**config.mk**
```make
export PLATFORM = sky130hd
export DESIGN_NAME = voice_allocator
export DESIGN_NICKNAME = d
export VERILOG_FILES = /design/src/rtl/voice_alloc_pkg.sv /design/src/rtl/voice_cand_cmp.sv /design/src/rtl/voice_allocator.sv
export SDC_FILE = /design/constraint.sdc
export NUM_CORES = 1
export LEC_CHECK = 0
export CAP_MARGIN = 5
export CORE_MARGIN = 2
export CORE_UTILIZATION = 50
export CTS_CLUSTER_DIAMETER = 100
export DETAILED_ROUTE_END_ITERATION = 7
export PLACE_DENSITY = 0.66
export SETUP_SLACK_MARGIN = 0.15
export SLEW_MARGIN = 10
export SYNTH_ARGS = -nofsm -noshare
export SYNTH_HDL_FRONTEND = slang
export SYNTH_HIERARCHICAL = 1
export SYNTH_SLANG_ARGS = --single-unit
```
**constraint.sdc**
```tcl
create_clock -name fpga_clk -period 12.4 [get_ports fpga_clk]
set_input_delay 2.48 -clock fpga_clk [delete_from_list [all_inputs] [get_ports fpga_clk]]
set_output_delay 2.48 -clock fpga_clk [all_outputs]
set_load 0.01 [all_outputs]
```
**src/rtl/voice_alloc_pkg.sv**
```systemverilog
// Shared types and defaults for the voice allocator: FSM state encoding,
// default field widths and the scan-candidate record.
package voice_alloc_pkg;

    typedef enum logic [1:0] {
        IDLE = 2'd0,
        SCAN = 2'd1,
        DONE = 2'd2
    } alloc_state_t;

    localparam int DEF_KEY_W = 7;
    localparam int DEF_VEL_W = 7;
    localparam int DEF_SEQ_W = 16;

    // Candidate fields are sized for the largest supported pool (64 voices)
    // and the widest supported stamp (32 bits); narrower values zero-extend.
    localparam int CAND_IDX_W = 6;
    localparam int CAND_AGE_W = 32;

    typedef struct packed {
        logic                  valid;
        logic [CAND_IDX_W-1:0] idx;
        logic [CAND_AGE_W-1:0] age;
    } cand_t;

    // A qualifying voice replaces the held candidate only when strictly older,
    // so with an ascending scan an equal age keeps the lower index.
    function automatic logic cand_better(input cand_t cur, input logic [CAND_AGE_W-1:0] age);
        return (!cur.valid) || (age > cur.age);
    endfunction

endpackage

```
**src/rtl/voice_cand_cmp.sv**
```systemverilog
// One step of a running "best voice so far" search: folds voice idx with the
// given age into the current candidate when the voice qualifies and wins.
module voice_cand_cmp
    import voice_alloc_pkg::*;
(
    input  cand_t                 cur,
    input  logic [CAND_IDX_W-1:0] idx,
    input  logic [CAND_AGE_W-1:0] age,
    input  logic                  qualifies,
    output cand_t                 nxt
);

    // Next candidate: take this voice if it qualifies and beats the holder.
    always_comb begin
        nxt = cur;
        if (qualifies && cand_better(cur, age)) begin
            nxt.valid = 1'b1;
            nxt.idx   = idx;
            nxt.age   = age;
        end else begin
            nxt = cur;
        end
    end

endmodule

```
**src/rtl/voice_allocator.sv**
```systemverilog
// Voice pool scheduler: accepts note-on/off events, scans every voice once
// per event to find a retrigger/free/steal target, then issues one gate
// command and updates the held-key map.
module voice_allocator
    import voice_alloc_pkg::*;
#(
    parameter int VOICES = 32,
    parameter int KEY_W  = DEF_KEY_W,
    parameter int VEL_W  = DEF_VEL_W,
    parameter int SEQ_W  = DEF_SEQ_W,
    localparam int VW    = $clog2(VOICES)
) (
    input  logic              fpga_clk,
    input  logic              reset,
    input  logic              evt_valid,
    output logic              evt_ready,
    input  logic              evt_on,
    input  logic [KEY_W-1:0]  evt_key,
    input  logic [VEL_W-1:0]  evt_vel,
    input  logic              all_notes_off,
    input  logic [VOICES-1:0] voice_free,
    output logic [VOICES-1:0] keys_on,
    output logic              gate_valid,
    output logic              gate_on,
    output logic              gate_steal,
    output logic [VW-1:0]     gate_voice,
    output logic [KEY_W-1:0]  gate_key,
    output logic [VEL_W-1:0]  gate_vel
);

    alloc_state_t      state_r, state_nxt_s;
    logic [VW-1:0]     scan_idx_r;
    logic [VOICES-1:0] keys_on_r;
    logic [KEY_W-1:0]  key_r   [VOICES];
    logic [SEQ_W-1:0]  stamp_r [VOICES];
    logic [SEQ_W-1:0]  seq_r;
    logic              all_off_pend_r;

    logic              ev_on_r;
    logic [KEY_W-1:0]  ev_key_r;
    logic [VEL_W-1:0]  ev_vel_r;

    cand_t match_r, free_r, rel_r, held_r;
    cand_t match_nxt_s, free_nxt_s, rel_nxt_s, held_nxt_s;

    logic                  evt_ready_s, accept_s, scanning_s, last_scan_s, all_off_apply_s;
    logic [SEQ_W-1:0]      age_raw_s;
    logic [CAND_AGE_W-1:0] age_s;
    logic [CAND_IDX_W-1:0] cidx_s;
    logic                  held_here_s, match_here_s, free_here_s;
    logic                  dec_fire_s, dec_on_s, dec_steal_s;
    logic [VW-1:0]         dec_voice_s;

    assign evt_ready_s     = (state_r == IDLE) && !all_off_pend_r && !all_notes_off && !reset;
    assign evt_ready       = evt_ready_s;
    assign accept_s        = evt_valid && evt_ready_s;
    assign scanning_s      = (state_r == SCAN);
    assign last_scan_s     = scanning_s && (scan_idx_r == VW'(VOICES - 1));
    assign all_off_apply_s = (state_r == IDLE) && all_off_pend_r;
    assign keys_on         = keys_on_r;

    // Per-voice facts for the voice currently under the scan pointer.
    assign age_raw_s    = seq_r - stamp_r[scan_idx_r];
    assign age_s        = CAND_AGE_W'(age_raw_s);
    assign cidx_s       = CAND_IDX_W'(scan_idx_r);
    assign held_here_s  = keys_on_r[scan_idx_r];
    assign match_here_s = held_here_s && (key_r[scan_idx_r] == ev_key_r);
    assign free_here_s  = voice_free[scan_idx_r] && !held_here_s;

    // Free search ignores age so the first (lowest) free voice sticks.
    voice_cand_cmp u_free_cmp (
        .cur       (free_r),
        .idx       (cidx_s),
        .age       ({CAND_AGE_W{1'b0}}),
        .qualifies (free_here_s),
        .nxt       (free_nxt_s)
    );

    voice_cand_cmp u_rel_cmp (
        .cur       (rel_r),
        .idx       (cidx_s),
        .age       (age_s),
        .qualifies (!held_here_s),
        .nxt       (rel_nxt_s)
    );

    voice_cand_cmp u_held_cmp (
        .cur       (held_r),
        .idx       (cidx_s),
        .age       (age_s),
        .qualifies (1'b1),
        .nxt       (held_nxt_s)
    );

    // Key-match candidate: the first held voice carrying the event key.
    always_comb begin
        match_nxt_s = match_r;
        if (match_here_s && !match_r.valid) begin
            match_nxt_s.valid = 1'b1;
            match_nxt_s.idx   = cidx_s;
            match_nxt_s.age   = {CAND_AGE_W{1'b0}};
        end else begin
            match_nxt_s = match_r;
        end
    end

    // Allocation decision from the final candidates, used on the last scan cycle.
    always_comb begin
        dec_fire_s  = 1'b0;
        dec_on_s    = 1'b0;
        dec_steal_s = 1'b0;
        dec_voice_s = {VW{1'b0}};
        if (ev_on_r) begin
            dec_fire_s = 1'b1;
            dec_on_s   = 1'b1;
            if (match_nxt_s.valid) begin
                dec_voice_s = VW'(match_nxt_s.idx);
            end else if (free_nxt_s.valid) begin
                dec_voice_s = VW'(free_nxt_s.idx);
            end else if (rel_nxt_s.valid) begin
                dec_voice_s = VW'(rel_nxt_s.idx);
                dec_steal_s = 1'b1;
            end else begin
                dec_voice_s = VW'(held_nxt_s.idx);
                dec_steal_s = 1'b1;
            end
        end else begin
            if (match_nxt_s.valid) begin
                dec_fire_s  = 1'b1;
                dec_voice_s = VW'(match_nxt_s.idx);
            end else begin
                dec_fire_s  = 1'b0;
            end
        end
    end

    // FSM next state: one scan pass per accepted event, then a DONE beat.
    always_comb begin
        state_nxt_s = state_r;
        case (state_r)
            IDLE:    state_nxt_s = accept_s ? SCAN : IDLE;
            SCAN:    state_nxt_s = last_scan_s ? DONE : SCAN;
            DONE:    state_nxt_s = IDLE;
            default: state_nxt_s = IDLE;
        endcase
    end

    // FSM state register.
    always_ff @(posedge fpga_clk) begin
        if (reset) begin
            state_r <= IDLE;
        end else begin
            state_r <= state_nxt_s;
        end
    end

    // Scan pointer and candidate registers, cleared at each accept.
    always_ff @(posedge fpga_clk) begin
        if (reset || accept_s) begin
            scan_idx_r <= {VW{1'b0}};
            match_r    <= {1'b0, {CAND_IDX_W{1'b0}}, {CAND_AGE_W{1'b0}}};
            free_r     <= {1'b0, {CAND_IDX_W{1'b0}}, {CAND_AGE_W{1'b0}}};
            rel_r      <= {1'b0, {CAND_IDX_W{1'b0}}, {CAND_AGE_W{1'b0}}};
            held_r     <= {1'b0, {CAND_IDX_W{1'b0}}, {CAND_AGE_W{1'b0}}};
        end else if (scanning_s) begin
            scan_idx_r <= scan_idx_r + VW'(1'b1);
            match_r    <= match_nxt_s;
            free_r     <= free_nxt_s;
            rel_r      <= rel_nxt_s;
            held_r     <= held_nxt_s;
        end else begin
            scan_idx_r <= scan_idx_r;
        end
    end

    // Event latch; a velocity-0 note-on is folded into a note-off here.
    always_ff @(posedge fpga_clk) begin
        if (reset) begin
            ev_on_r  <= 1'b0;
            ev_key_r <= {KEY_W{1'b0}};
            ev_vel_r <= {VEL_W{1'b0}};
        end else if (accept_s) begin
            ev_on_r  <= evt_on && (evt_vel != {VEL_W{1'b0}});
            ev_key_r <= evt_key;
            ev_vel_r <= evt_vel;
        end else begin
            ev_on_r  <= ev_on_r;
        end
    end

    // Voice map: held keys, per-voice key/stamp, sequence counter, all-off.
    always_ff @(posedge fpga_clk) begin
        if (reset) begin
            keys_on_r      <= {VOICES{1'b0}};
            seq_r          <= {SEQ_W{1'b0}};
            all_off_pend_r <= 1'b0;
            for (int i = 0; i < VOICES; i++) begin
                key_r[i]   <= {KEY_W{1'b0}};
                stamp_r[i] <= {SEQ_W{1'b0}};
            end
        end else begin
            if (last_scan_s && dec_fire_s) begin
                keys_on_r[dec_voice_s] <= dec_on_s;
                if (dec_on_s) begin
                    key_r[dec_voice_s]   <= ev_key_r;
                    stamp_r[dec_voice_s] <= seq_r;
                    seq_r                <= seq_r + SEQ_W'(1'b1);
                end
            end else if (all_off_apply_s) begin
                keys_on_r <= {VOICES{1'b0}};
            end
            if (all_notes_off) begin
                all_off_pend_r <= 1'b1;
            end else if (all_off_apply_s) begin
                all_off_pend_r <= 1'b0;
            end
        end
    end

    // Gate command: one-cycle strobe, fields held between strobes.
    always_ff @(posedge fpga_clk) begin
        if (reset) begin
            gate_valid <= 1'b0;
            gate_on    <= 1'b0;
            gate_steal <= 1'b0;
            gate_voice <= {VW{1'b0}};
            gate_key   <= {KEY_W{1'b0}};
            gate_vel   <= {VEL_W{1'b0}};
        end else begin
            gate_valid <= last_scan_s && dec_fire_s;
            if (last_scan_s && dec_fire_s) begin
                gate_on    <= dec_on_s;
                gate_steal <= dec_steal_s;
                gate_voice <= dec_voice_s;
                gate_key   <= ev_key_r;
                gate_vel   <= ev_vel_r;
            end
        end
    end

endmodule

```
==> results of run 1 <==
cells in the final DEF, fill, tap and decap left out, types with 92 or more instances in the layout:
cell type	n
a21oi_1	191
clkbuf_16	102
clkdlybuf4s50_1	104
conb_1	131
dfxtp_1	213
edfxtp_1	736
ha_1	114
inv_1	132
mux2i_1	92
mux4_2	205
nand2_1	337
nor3_1	483
nor4_1	233
metal layers:
metal / up-vias / global-route usage [%] / share of wire [%]
met1: 16200 / 37.17 / 41
li1: 14350 / - / -
met5: - / 0 / 0
met3: 258 / 3.906 / 8.0
met4: 0 / 9.870 / 3.5
met2: 1434 / 42.90 / 47
critical path: cells and delay by family, from the launching register on:
family	cells	cell delay (ps)
AO/OA/AOI/OAI	13	3280
adder cells (fa/ha/maj)	3	1080
buffers and inverters	2	1100
flip-flops	1	890
multiplexers	5	1660
AND/OR/NAND/NOR	9	2410
metrics by stage:
step	setup WS, ps	total power, mW	hold WS (ps)	cell area [sq um]
detailed placement	1658	4.056	448.7	49200
global route	921.1	7.230	471.9	52500
CTS	1620	7.063	456.9	52500
floorplan	1937	3.909	431.9	47590
finish	1522	7.034	452.8	52500
global placement	1655	4.049	441.8	49200
state kept, by name, indices dropped and copies added (netlist names), 2 cells and up, named ones only:
signal      count
ev_key_r        7
ev_vel_r        7
free_r         38
gate_key        7
gate_vel        7
gate_voice      5
held_r         38
key_r         224
keys_on        32
match_r         6
rel_r          38
scan_idx_r      5
seq_r          16
stamp_r       512
state_r         2
power breakdown:
| group | internal [mW] | switching (mW) |
|---|---|---|
| sequential | 3.52 | 0.0374 |
| combinational | 0.174 | 0.260 |
| clock | 1.73 | 1.31 |
| total | 5.43 | 1.60 |
worst min path at each step:
stage,slack [ps],startpoint,cells past startpoint,end
6_report,450,gate_key[0]$_SDFFE_PP0P_,2,gate_key[0]$_SDFFE_PP0P_
2_1_floorplan,430,ev_vel_r[0]$_SDFFE_PP0P_,2,gate_vel[0]$_SDFFE_PP0P_
5_1_grt,470,gate_vel[1]$_SDFFE_PP0P_,2,gate_vel[1]$_SDFFE_PP0P_
4_1_cts,460,rel_r[33]$_SDFFE_PP0P_,2,rel_r[33]$_SDFFE_PP0P_
3_3_place_gp,440,free_r[33]$_SDFFE_PP0P_,2,free_r[33]$_SDFFE_PP0P_
3_5_place_dp,450,gate_key[0]$_SDFFE_PP0P_,2,gate_key[0]$_SDFFE_PP0P_
layout make-up:
cell class	instances	area [sq um]
inverters	133	499.2
repair buffers	181	1657
clock inverters	47	533.0
fillers	7712	40830
clock buffers	139	2761
multi-input cells	2449	19000
well taps	1254	1569
flip-flops and latches	954	26480
diodes	1	2.502
==> metrics.md, run 1 <==
| Metric | Value |
|---|---|
| Slew @ Worst Pin | `1233 ps` |
| DPL Wire Length | `between 70000 and 80000 microns` |
| Iter 0 DRT Violations | `3453` |
| CP arrival | `11220 ps` |
| Clock Latency Late Sink | `700 ps` |
| Unrepaired setup endpoints after global routing | `no` |
| RR Endpoint | `stamp_r[25][0]$_SDFFCE_PN0P_` |
| Drt pass-1 iters | `5` |
| YS warnings | `6` |
| Worst Setup Start Kind | `flip-flop` |
| Worst path required time | `12740 ps` |
| Clk sink count | `about 950` |
| Tot GR Track Use | `26.73%` |
| CTS Buf Count | `101` |
| Worst slew margin | `17.82%` |
| Worst VDD drop | `0.1087 mV` |
| Status | `finished clean` |
| Critical Path Max Stage Delay | `890 ps` |
| Max frequency | `0.09193 GHz` |
| Post-synthesis instance total | `3816` |
| Critical Path Fanout Max | `62` |
| Final min period | `10880 ps` |
| Critical path endpoint category | `flip-flop` |
| Maximum root-to-sink buffer count | `3` |
| Setup Buffers After CTS | `0` |
| Row count | `112` |
| Nets@finish | `about 4000` |
| Mapped Area | `roughly 47000 sq um` |
| Core Region | `93330 sq um` |
| CTS clk-pin slew, worst paths | `60 ps` |
| Total negative slack | `0 ps` |
| CTS Hold Bufs | `0` |
| GRT overflow | `0` |
| Final Setup Violations | `0` |
| CP Class | `flip-flop to flip-flop` |
| First-pass GRT wire length | `between 150000 and 200000 microns` |
| IO buf count | `105` |
| P&R area growth vs syn | `11.46%` |
| Pin count of the biggest net entering global routing | `approximately 130` |
| Pwr dens | `134.0 nW/um^2` |
| CP Capture Point | `stamp_r[25][0]$_SDFFCE_PN0P_` |
| Initial antenna violation count | `1` |
| Via density per instance | `6.251` |
| Critical-path top delay cell | `dfxtp_4` |
| GP Congestion | `0.8996` |
| Height of the die | `310.9 microns` |
| Initial Utilization | `approximately half` |
| Residual DRC | `0` |
| Hold crit path type | `flip-flop to flip-flop` |
| Pins Over Slew Limit | `0` |
| CTS tree | `done` |
| Post-CTS Resized | `0` |
| Final hold violation count | `0` |
| Non-Filler Instances | `slightly above 5000` |
| I/O pins | `106` |
| Total number of vias | `32240` |
| Placed Cells | `4971` |
| CTS Root Cell | `clkbuf_16` |
| Die Wd | `310.9 microns` |
| Leak | `~17 nW` |
| Vias in the first global route | `31400` |
| Post-layout util | `56.25%` |
| Crit share post-route | `87.73%` |
| Max Clock Skew | `41.47 ps` |
| Max Cap Viol | `0` |
| Antenna Nets Post-Route | `0` |
| R2R cell count | `32` |
| Die area | `96670 sq um` |
| H-tree Lvls | `3` |
| DR WL/cell | `25.26 microns` |
| WL final | `130300 microns` |
| Average size of a mapped cell | `12.34 sq um` |
| Share of cells above drive strength 1 | `between 10% and 20%` |
| Reg2Reg Setup Slack | `between 1500 and 2000 ps` |
Note: power is estimated with default switching activity, not from simulation.
==> run 2: changes to the inputs <==
--- a/config.mk
+++ b/config.mk
@@ -6,7 +6,6 @@
 export NUM_CORES = 1
 export LEC_CHECK = 0
 export CAP_MARGIN = 5
-export CORE_MARGIN = 2
 export CORE_UTILIZATION = 50
 export CTS_CLUSTER_DIAMETER = 100
 export DETAILED_ROUTE_END_ITERATION = 7
==> metrics.md, run 2 (synthesized netlist as in run 1, its figures left out) <==
| Metric | Value |
|---|---|
| Status | `finished clean` |
| Final min period | `11280 ps` |
| Setup Buffers After CTS | `0` |
| Reg2Reg Setup Slack | `1120 ps` |
| Row count | `approximately 110` |
| Initial antenna violation count | `2` |
| Max frequency | `0.08865 GHz` |
| Leading cell type in the layout, fill and taps excluded | `edfxtp_1` |
| CTS Buf Count | `between 100 and 150` |
| Worst slew margin | `between 10% and 20%` |
| H-tree Lvls | `3` |
| DPL Wire Length | `around 77000 microns` |
| CTS tree | `done` |
| Met2 usage | `a little under half` |
| Final hold violation count | `0` |
| Clk sink count | `between 900 and 1000` |
| Worst VDD drop | `0.1176 mV` |
| Vias in the first global route | `approximately 32000` |
| Final Cell Area | `52600 sq um` |
| Hold endpoint | `gate_vel[5]$_SDFFE_PP0P_` |
| RR Endpoint | `stamp_r[28][6]$_SDFFCE_PN0P_` |
| Filler cells | `7637` |
| Worst path required time | `12630 ps` |
| Nets@finish | `3978` |
| Tot GR Track Use | `28.21%` |
| Met3 usage | `4.412%` |
| Critical-path top delay cell | `dfxtp_4` |
| P&R area growth vs syn | `11.67%` |
| Die area | `about 95000 sq um` |
| Grt peak-use layer | `met2` |
| GRT overflow | `0` |
| Share of cells above drive strength 1 | `between 10% and 20%` |
| Post-CTS Resized | `0` |
| CTS Hold Bufs | `0` |
| Die Wd | `308.9 microns` |
| Iter 0 DRT Violations | `3780` |
| DR WL/cell | `26.06 microns` |
| Crit share post-route | `90.97%` |
| Max Cap Viol | `0` |
| First-pass GRT wire length | `201800 microns` |
| Biggest regs | `stamp_r x512, key_r x224` |
| Hold Path Cell Cnt | `2` |
| Critical Path Max Stage Delay | `930 ps` |
| Antenna Nets Post-Route | `0` |
| GP Congestion | `between 0.8 and 0.9` |
| Final Setup Violations | `0` |
| Pwr dens | `135.7 nW/um^2` |
| Critical Path Fanout Max | `42` |
| IO buf count | `105` |
| Unrepaired setup endpoints after global routing | `no` |
| Residual DRC | `0` |
| Pins Over Slew Limit | `0` |
| CTS clk-pin slew, worst paths | `60 ps` |
| Slew @ Worst Pin | `about 1200 ps` |
| Drt pass-1 iters | `8` |
| Post-DP Area | `~50000 sq um` |
| CP arrival | `approximately 12000 ps` |
| Commonest cells after routing, fill and taps aside | `edfxtp_1 (736), nor3_1 (483), nand2_1 (337)` |
| Total negative slack | `0 ps` |
| I/O pins | `106` |
| Hold crit path type | `flip-flop to flip-flop` |
| Hold Crit Start | `ev_vel_r[5]$_SDFFE_PP0P_` |
| Clock Latency Late Sink | `690 ps` |
| Pin count of the biggest net entering global routing | `between 150 and 200` |
| Via density per instance | `6.332` |
| Height of the die | `308.9 microns` |
| CTS Root Cell | `clkbuf_16` |
| Critical path endpoint category | `flip-flop` |
| Max reg flops | `approximately 500` |
| GR met1 Demand/Resource | `between 30 and 40%` |
| Initial Utilization | `50.47%` |
| R2R cell count | `32` |
| Biggest register | `stamp_r` |
| Max Clock Skew | `52.16 ps` |
| WL final | `134300 microns` |
| CP Class | `flip-flop to flip-flop` |
| Maximum root-to-sink buffer count | `3` |
| Core Region | `93330 sq um` |
| Total number of vias | `32630` |
| Leak | `roughly 17 nW` |
| Worst Setup Start Kind | `flip-flop` |
## run 2: metal layers
metal	part of all wire (%)	vias up	wire, microns
li1	-	14350	-
met1	40	16430	54340
met2	48	1606	63970
met3	8.4	241	11250
met5	0	-	0
met4	3.5	0	4698
## run 2: worst max-delay path, delay by kind of cell, from the launching register on
kind / cells / cell delay (ps)
adder cells (fa/ha/maj): 3 / 1070
AND/OR/NAND/NOR: 9 / 2680
flip-flops: 1 / 930
buffers and inverters: 2 / 780
AO/OA/AOI/OAI: 13 / 3460
multiplexers: 5 / 1850
## run 2: report_power, final
group	internal [mW]	total, mW	switching (mW)
clock network	1.82	3.14	1.32
registers	3.52	3.56	0.0385
logic	0.173	0.437	0.264
total	5.52	7.14	1.62
## run 2: layout make-up
type | instances | area, sq um | share of cell area, %
repair buffers | 173 | 1609 | 3.059
inverters | 133 | 499.2 | 0.9491
flip-flops and latches | 954 | 26480 | 50.34
clock inverters | 54 | 604.3 | 1.149
well taps | 1254 | 1569 | 2.983
clock buffers | 134 | 2836 | 5.393
multi-input cells | 2449 | 19000 | 36.12
diodes | 1 | 2.502 | 0.004758
## run 2: worst max-delay path by stage
stage                                    to  slack, ps  depth (start not counted)
6_report       stamp_r[28][6]$_SDFFCE_PN0P_       1120                         32
3_3_place_gp   stamp_r[30][1]$_SDFFCE_PN0P_       1360                         27
2_1_floorplan     key_r[0][0]$_SDFFCE_PN0P_       1940                         37
3_5_place_dp   stamp_r[30][1]$_SDFFCE_PN0P_       1330                         27
4_1_cts        stamp_r[30][7]$_SDFFCE_PN0P_       1240                         27
5_1_grt        stamp_r[28][6]$_SDFFCE_PN0P_        410                         32
## run 2: metrics by stage
step,worst slack (ps),total power [mW],instances,utilization [%],hold WS (ps)
floorplan,1937,3.909,3945,-,431.9
global placement,1359,4.053,4963,52.67,441.1
detailed placement,1325,4.061,4963,52.67,447.3
CTS,1237,7.156,5151,56.35,453.8
global route,414.0,7.324,5151,56.35,472.2
finish,1119,7.139,5152,56.36,446.0
